[config.mk]
export PLATFORM = sky130hd
export DESIGN_NAME = shift_reg_monitor
export DESIGN_NICKNAME = d
export VERILOG_FILES = /design/src/rtl/shift_reg_monitor.sv
export SDC_FILE = /design/constraint.sdc
export NUM_CORES = 1
export LEC_CHECK = 0
export BUFFER_PORTS_ARGS = -buffer_cell sky130_fd_sc_hd__buf_4
export CAP_MARGIN = 20
export CORE_MARGIN = 3
export CORE_UTILIZATION = 35
export CTS_CLUSTER_SIZE = 28
export DETAILED_ROUTE_END_ITERATION = 8
export PLACE_DENSITY = 0.54
export SYNTH_ARGS = -nofsm -noshare
export SYNTH_HDL_FRONTEND = slang
export SYNTH_SLANG_ARGS = --single-unit
[constraint.sdc]
create_clock -name clock -period 3.6 [get_ports clock]
set_input_delay 0.72 -clock clock [delete_from_list [all_inputs] [get_ports clock]]
set_output_delay 0.72 -clock clock [all_outputs]
set_load 0.005 [all_outputs]
[src/rtl/shift_reg_monitor.sv]
// shift_reg_monitor: reader side of the rotating one-hot LED shift register.
// Decodes the lit position on each valid strobe and infers the rotation
// direction. It also counts laps (wrap crossings) and flags illegal patterns
// or jumps with a one-cycle pulse and a saturating error counter.
module shift_reg_monitor #(
  parameter int NB_SHIFT = 4,
  parameter int NB_INDEX = 2,
  parameter int NB_LAPS  = 8,
  parameter int NB_ERR   = 4
) (
  input  logic                clock,
  input  logic                i_reset,
  input  logic                i_valid,
  input  logic [NB_SHIFT-1:0] i_register,
  output logic [NB_INDEX-1:0] o_index,
  output logic                o_dir,
  output logic                o_dir_valid,
  output logic                o_locked,
  output logic [NB_LAPS-1:0]  o_laps,
  output logic                o_error,
  output logic [NB_ERR-1:0]   o_err_count
);

  localparam logic [1:0] IDLE    = 2'd0;
  localparam logic [1:0] ACQUIRE = 2'd1;
  localparam logic [1:0] TRACK   = 2'd2;
  localparam logic [1:0] FAULT   = 2'd3;

  localparam logic [NB_INDEX-1:0] LAST_INDEX = NB_INDEX'(NB_SHIFT - 1);
  localparam logic [NB_ERR-1:0]   ERR_MAX    = '1;

  logic [1:0]          state;
  logic [NB_INDEX-1:0] new_index;
  logic [NB_INDEX-1:0] prev_plus;
  logic [NB_INDEX-1:0] prev_minus;
  logic                one_hot;
  logic                in_run;
  logic                is_stall;
  logic                step_left;
  logic                step_right;
  logic                wrap_cross;
  logic                error_hit;

  // Exactly one bit set: non-zero and clearing the lowest set bit leaves nothing.
  assign one_hot = (i_register != '0) &&
                   ((i_register & (i_register - NB_SHIFT'(1))) == '0);

  // Priority encoder for the lit bit; only meaningful when one_hot is true.
  always_comb begin
    new_index = '0;
    for (int k = 0; k < NB_SHIFT; k++) begin
      if (i_register[k]) begin
        new_index = NB_INDEX'(k);
      end
    end
  end

  // Neighbours of the stored index, modulo the register width (o_index is
  // the stored reference, since it always holds the last accepted position).
  assign prev_plus  = (o_index == LAST_INDEX) ? '0 : o_index + NB_INDEX'(1);
  assign prev_minus = (o_index == '0) ? LAST_INDEX : o_index - NB_INDEX'(1);

  assign in_run     = (state == ACQUIRE) || (state == TRACK);
  assign is_stall   = one_hot && (new_index == o_index);
  assign step_left  = one_hot && (new_index == prev_plus);
  assign step_right = one_hot && (new_index == prev_minus);
  assign wrap_cross = (step_left && (o_index == LAST_INDEX)) ||
                      (step_right && (o_index == '0));

  // Illegal patterns are errors everywhere; jumps only matter once a
  // reference is held, so IDLE and FAULT accept any one-hot sample.
  assign error_hit = i_valid &&
                     (!one_hot ||
                      (in_run && !is_stall && !step_left && !step_right));

  // State machine and registered outputs; everything updates only on strobes
  // except the error pulse, which always falls back to zero.
  always_ff @(posedge clock or posedge i_reset) begin
    if (i_reset) begin
      state       <= IDLE;
      o_index     <= '0;
      o_dir       <= 1'b0;
      o_dir_valid <= 1'b0;
      o_locked    <= 1'b0;
      o_laps      <= '0;
      o_error     <= 1'b0;
      o_err_count <= '0;
    end else begin
      o_error <= 1'b0;
      if (error_hit) begin
        o_error     <= 1'b1;
        o_dir_valid <= 1'b0;
        o_locked    <= 1'b0;
        state       <= FAULT;
        if (o_err_count != ERR_MAX) begin
          o_err_count <= o_err_count + NB_ERR'(1);
        end
      end else if (i_valid) begin
        if (!in_run) begin
          o_index <= new_index;
          state   <= ACQUIRE;
        end else if (step_left || step_right) begin
          o_index     <= new_index;
          o_dir       <= step_left;
          o_dir_valid <= 1'b1;
          o_locked    <= 1'b1;
          state       <= TRACK;
          if (wrap_cross) begin
            o_laps <= o_laps + NB_LAPS'(1);
          end
        end
      end
    end
  end

endmodule
# [Word level (Yosys, flattened, before mapping)]
# Index checks and enable logic that the tools add are counted.
[classes] n_addsub=5 eq_ne=9 n_mux=16 bitwise_logic=2 n_reduce_logical=30
[ops] operator="$mux 2" count=10
[ops] operator="$logic_and 1x1->1" count=10
[ops] operator="$add 8x1->8 const B" count=1
[ops] operator="$eq 2x2->1" count=3
[ops] operator="$mux 1" count=6
[ops] operator="$reduce_and 3->1" count=2
[ops] operator="$reduce_bool 2->1" count=3
[ops] operator="$reduce_and 5->1" count=1
[ops] operator="$add 4x1->4 const B" count=1
[ops] operator="$and 4x4->4" count=1
[ops] operator="$eq 2x2->1 const B" count=2
[ops] operator="$logic_not 1->1" count=4
[ops] operator="$logic_not 4->1" count=1
[ops] operator="$logic_or 1x1->1" count=4
[ops] operator="$ne 4x4->1 const B" count=1
[ops] operator="$reduce_and 2->1" count=2
[ops] operator="$reduce_and 4->1" count=1
[ops] operator="$reduce_bool 4->1" count=1
[ops] operator="$sub 4x1->4 const B" count=1
[ops] operator="$ne 3x1->1 const B" count=1
[ops] operator="$add 2x1->2 const B" count=1
[ops] operator="$eq 2x1->1 const B" count=1
[ops] operator="$logic_not 2->1" count=1
[ops] operator="$ne 2x1->1 const B" count=1
[ops] operator="2 further kinds" count=2
[word_totals] regBits=19 in_bits=7 output_inout_bits=18 wordCells=69

# [Longest topological paths before layout]
[depth] word_depth=13 depth_mapped=9 mapped_depth_nobuf=8

# [Least setup slack after synthesis]
# OpenSTA, ideal clock, no wires.
[synth_path] path_type="input to register" from="input port i_register[1]" to="register o_err_count[1]" setup_time_ns=0.125 arrival_time_ns=2.145 required_ns=3.475 setup_slack_ns=1.330 path_stages=7 cell_sequence="buf_6 nor2b_1 or3_1 a21oi_2 o211ai_4 a21oi_2 mux2_4"
[synth_between] elab_chain_cells=12 elab_cells_between_ends=24
[synth_rtl] element="start, declared" line_no="14" source="input logic [NB_SHIFT-1:0] i_register,"
[synth_rtl] element="$sub 4x1->4 or $mux 1 (tied branches)" line_no="46, 52"
[synth_rtl] element="$and 4x4->4 or $mux 2 (tied branches)" line_no="46, 52"
[synth_rtl] element="$logic_not 4->1 or $mux 2 (tied branches)" line_no="46, 52"
[synth_rtl] element="$logic_and 1x1->1 or $eq 2x2->1 (tied branches)" line_no="45, 64"
[synth_rtl] element="$logic_and 1x1->1" line_no="64" source="assign is_stall = one_hot && (new_index == o_index);"
[synth_rtl] element="$logic_not 1->1" line_no="74" source="(in_run && !is_stall && !step_left && !step_right));"
[synth_rtl] element="$logic_and 1x1->1 (3 in a row)" line_no="74"
[synth_rtl] element="$logic_or 1x1->1 (*)" line_no="73" source="(!one_hot ||"
[synth_rtl] element="$logic_and 1x1->1 (*)" line_no="72" source="assign error_hit = i_valid &&"
[synth_rtl] element="$reduce_and 2->1 (no line) (*)"
[synth_rtl] element="end signal, assigned" line_no="96" source="o_err_count <= o_err_count + NB_ERR'(1);"
[synth_rtl] element="end, declared" line_no="21" source="output logic [NB_ERR-1:0] o_err_count"
# Mark *: on every way between the ends. The rest lies on a longest branch, timed or not.
# A chain may end at the register's enable or synchronous reset.

# [Worst setup path after layout]
[layout_path] from="register o_index[0]" to="register o_index[0]"
[layout_between] elab_chain_cells=11 elab_cells_between_ends=24
[layout_rtl] element="start, declared" line_no="15" source="output logic [NB_INDEX-1:0] o_index,"
[layout_rtl] element="start signal, assigned" line_no="100" source="o_index <= new_index;"
[layout_rtl] element="start signal, assigned" line_no="103" source="o_index <= new_index;"
[layout_rtl] element="$add 2x1->2 or $eq 2x2->1 (tied branches)" line_no="60" source="assign prev_plus = (o_index == LAST_INDEX) ? '0 : o_index + NB_INDEX'(1);"
[layout_rtl] element="$mux 2" line_no="60"
[layout_rtl] element="$eq 2x2->1" line_no="65" source="assign step_left = one_hot && (new_index == prev_plus);"
[layout_rtl] element="$logic_and 1x1->1" line_no="65"
[layout_rtl] element="$logic_not 1->1" line_no="74"
[layout_rtl] element="$logic_and 1x1->1 (2 in a row)" line_no="74"
[layout_rtl] element="$logic_or 1x1->1" line_no="73"
[layout_rtl] element="$logic_and 1x1->1" line_no="72"
[layout_rtl] element="$not 1->1 (no line)"
[layout_rtl] element="$reduce_and 3->1 (no line) (*)"
# Marked as above.

==> results.ini <==
[finish]
drive_above_1_share_pct = 29.3
areaGrowthSynthToFinish_pct = 18.0
nets = 159
stdcell_count = 193
multiInputGateArea_sq_um = 767
fin_area_sq_um = 1540
antenna_cells = 0
final-seq-area_sq_um = 475
nFillCells = 352

[logic_synthesis]
syn_avg_cell_area_sq_um = 10.5
synth_top_cell_by_area = dfrtp_1
synthTopCellsByArea = dfrtp_1, xnor2_1, ha_1
ys_seq_area_share_pct = 36.4
synth.distinct_cells = 47
synth.most_common_cell = dfrtp_1
yosys_warnings = 0
synthCells = 125
synth_common_cells = dfrtp_1, nand2_1, xnor2_1
synth_area_sq_um = 1310
yosys_most_used_dff = dfrtp_1
syn_nets = 136
ys_seq_elements = 19
synth_top_area_share_pct = 36.4
synthArstFlopShare_pct = 100
synth-edff-count = 0

[power_and_ir_drop]
p_leak_nw = 0.672
powerDensity_nw_per_um2 = 658
clkPwrFrac_pct = 14.4
switching_power_uw = 413
p_int_uw = 601
p_total_mw = 1.01
vdd_drop_max_v = 0.000296
pwr-share-seq_pct = 34.2
p_sw_share_pct = 40.7
power_frac_comb_pct = 51.4

[critical_path]
cp.arrival_ps = 2590
worstSetupPathType = flip-flop to flip-flop
cp_max_fo = 11
crit_required_ps = 3740
startpoint_type = flip-flop
end_kind = flip-flop

[sta]
slew_violations = 0
rsz0062_at_grt = no
holdWs_ps = 481
maxSlewHeadroom_pct = 51.5
finalSetupTns_ps = 0
finalSetupViolCount = 0
finalHoldViolCount = 0
fmax_mhz = 409
period_share_pct = 67.8
fin_worst_skew_ps = 4.89
period_needed_ps = 2440
worst_pin_slew_ps = 726

[placement]
dp_cells = 189
postPlaceCellArea_sq_um = 1500
place_hpwl_microns = 2010
port-buffer-count = 24
place_congestion = 0.736

[clock_network]
htreeDepth = 1
clkSlewWorstSetupHoldPaths_ps = 70
cts_resized = 0
cts_tree = yes
cts_hold_buffers = 0
cts_buffers = 3
root_buffer = clkbuf_8
clk_latency_ps = 250
clock_path_buffers = 2
cts_sinks = 19
post-cts-setup-buffers = 0

[job]
cap_violations = 0

[status]
outcome = complete, no violations

[routing]
drc = 0
wirelength_microns = 2560
via_count = 1002
wl_per_cell_microns = 13.3
routed_via_density = 5.19
drtIter0Drc = 42
ant_nets = 0
first_pass_iters = 4

[global_route]
grt_pass1_vias = 902
grt_overflow = 0
antenna_found_initial = 0
grt_pass1_wl_microns = 4200
grt_use_total_pct = 12.2
grt_max_degree = 20

[worst_hold_path]
worstHoldPathType = flip-flop to flip-flop

[die]
rows = 21
dieWidth_microns = 67.1
io_pins = 25
die_area_sq_um = 4500
coreArea_sq_um = 3470
chipHeight_microns = 67.1
start_util_pct = 37.7

==> critical path, stage by stage (launching register included) <==
cell and delay [ps]:
dfrtp_1 520, inv_1 80, ha_1 410, or3_1 350, a21oi_2 170, a31oi_4 90, o221ai_1 400, nand3_1 130
a21o_1 190
==> sequential cells by signal, summed over array words and instances (netlist names) <==
register     flops
o_err_count      4
state            2
o_dir            1
o_error          1
o_laps           8
o_index          2
o_locked         1
==> logic make-up after synthesis <==
kind of cell | synth area share [%]
DFF | 36.4
muxes | 4.02
xor gates and xnor gates | 8.72
AOI/OAI and AO/OA | 22.5
adders and majority gates | 3.83
buffers and inverters | 4.88
and+or+nand+nor | 19.6
==> power by group through the flow <==
stage          sequential [mW]  combinational (mW)  clock [mW]
2_1_floorplan            0.333               0.392           0
3_3_place_gp             0.348               0.523           0
3_5_place_dp             0.352               0.529           0
4_1_cts                  0.349               0.530       0.153
5_1_grt                  0.358               0.576       0.163
6_report                 0.347               0.521       0.146
==> per-stage QoR <==
step | util, % | worst slack, ps
after floorplan | - | 1330
after global placement | 43.1 | 1200
after detailed placement | 43.1 | 1160
after CTS | 44.4 | 1150
after global routing | 44.4 | 1020
final | 44.4 | 1160
==> placed cells by master (no fill, tap or decap), types with 4 or more instances in the layout <==
master	n
buf_4	24
dfrtp_1	19
nand2_1	9
xnor2_1	9
nor2_1	6
nand4_1	6
nand3_1	4
xor2_1	4
a21oi_2	4
inv_1	4
ha_1	4
==> path summary, 6_finish.rpt <==
kind | from | slack, ps | cells past startpoint | end
worst max register to register | o_index[0]$_DFFE_PP0P_ | 1160 | 8 | o_index[0]$_DFFE_PP0P_
min in group asynchronous | i_reset | 590 | 2 | o_error$_DFF_PP0_
max in group asynchronous | i_reset | 2550 | 2 | o_index[0]$_DFFE_PP0P_
worst min-delay path | o_laps[7]$_DFFE_PP0P_ | 480 | 1 | o_laps[7]$_DFFE_PP0P_
worst max-delay path | o_index[0]$_DFFE_PP0P_ | 1160 | 8 | o_index[0]$_DFFE_PP0P_
worst min register to register | o_laps[7]$_DFFE_PP0P_ | 480 | 1 | o_laps[7]$_DFFE_PP0P_
==> final cells by class <==
class / count / area share [%]
flip-flops and latches: 19 / 30.8
clock inverters: 1 / 0.325
multi-input cells: 96 / 49.8
well taps: 46 / 3.73
inverters: 4 / 0.974
clock buffers: 3 / 2.68
repair buffers: 24 / 11.7
==> routing by layer <==
layer / track usage [%] / part of all wire [%]
met2: 18.9 / 46
met3: 3.04 / 4.2
met5: 0 / 0
met1: 16.4 / 49
met4: 3.80 / 0.55
(Power assumes the default switching activity.)
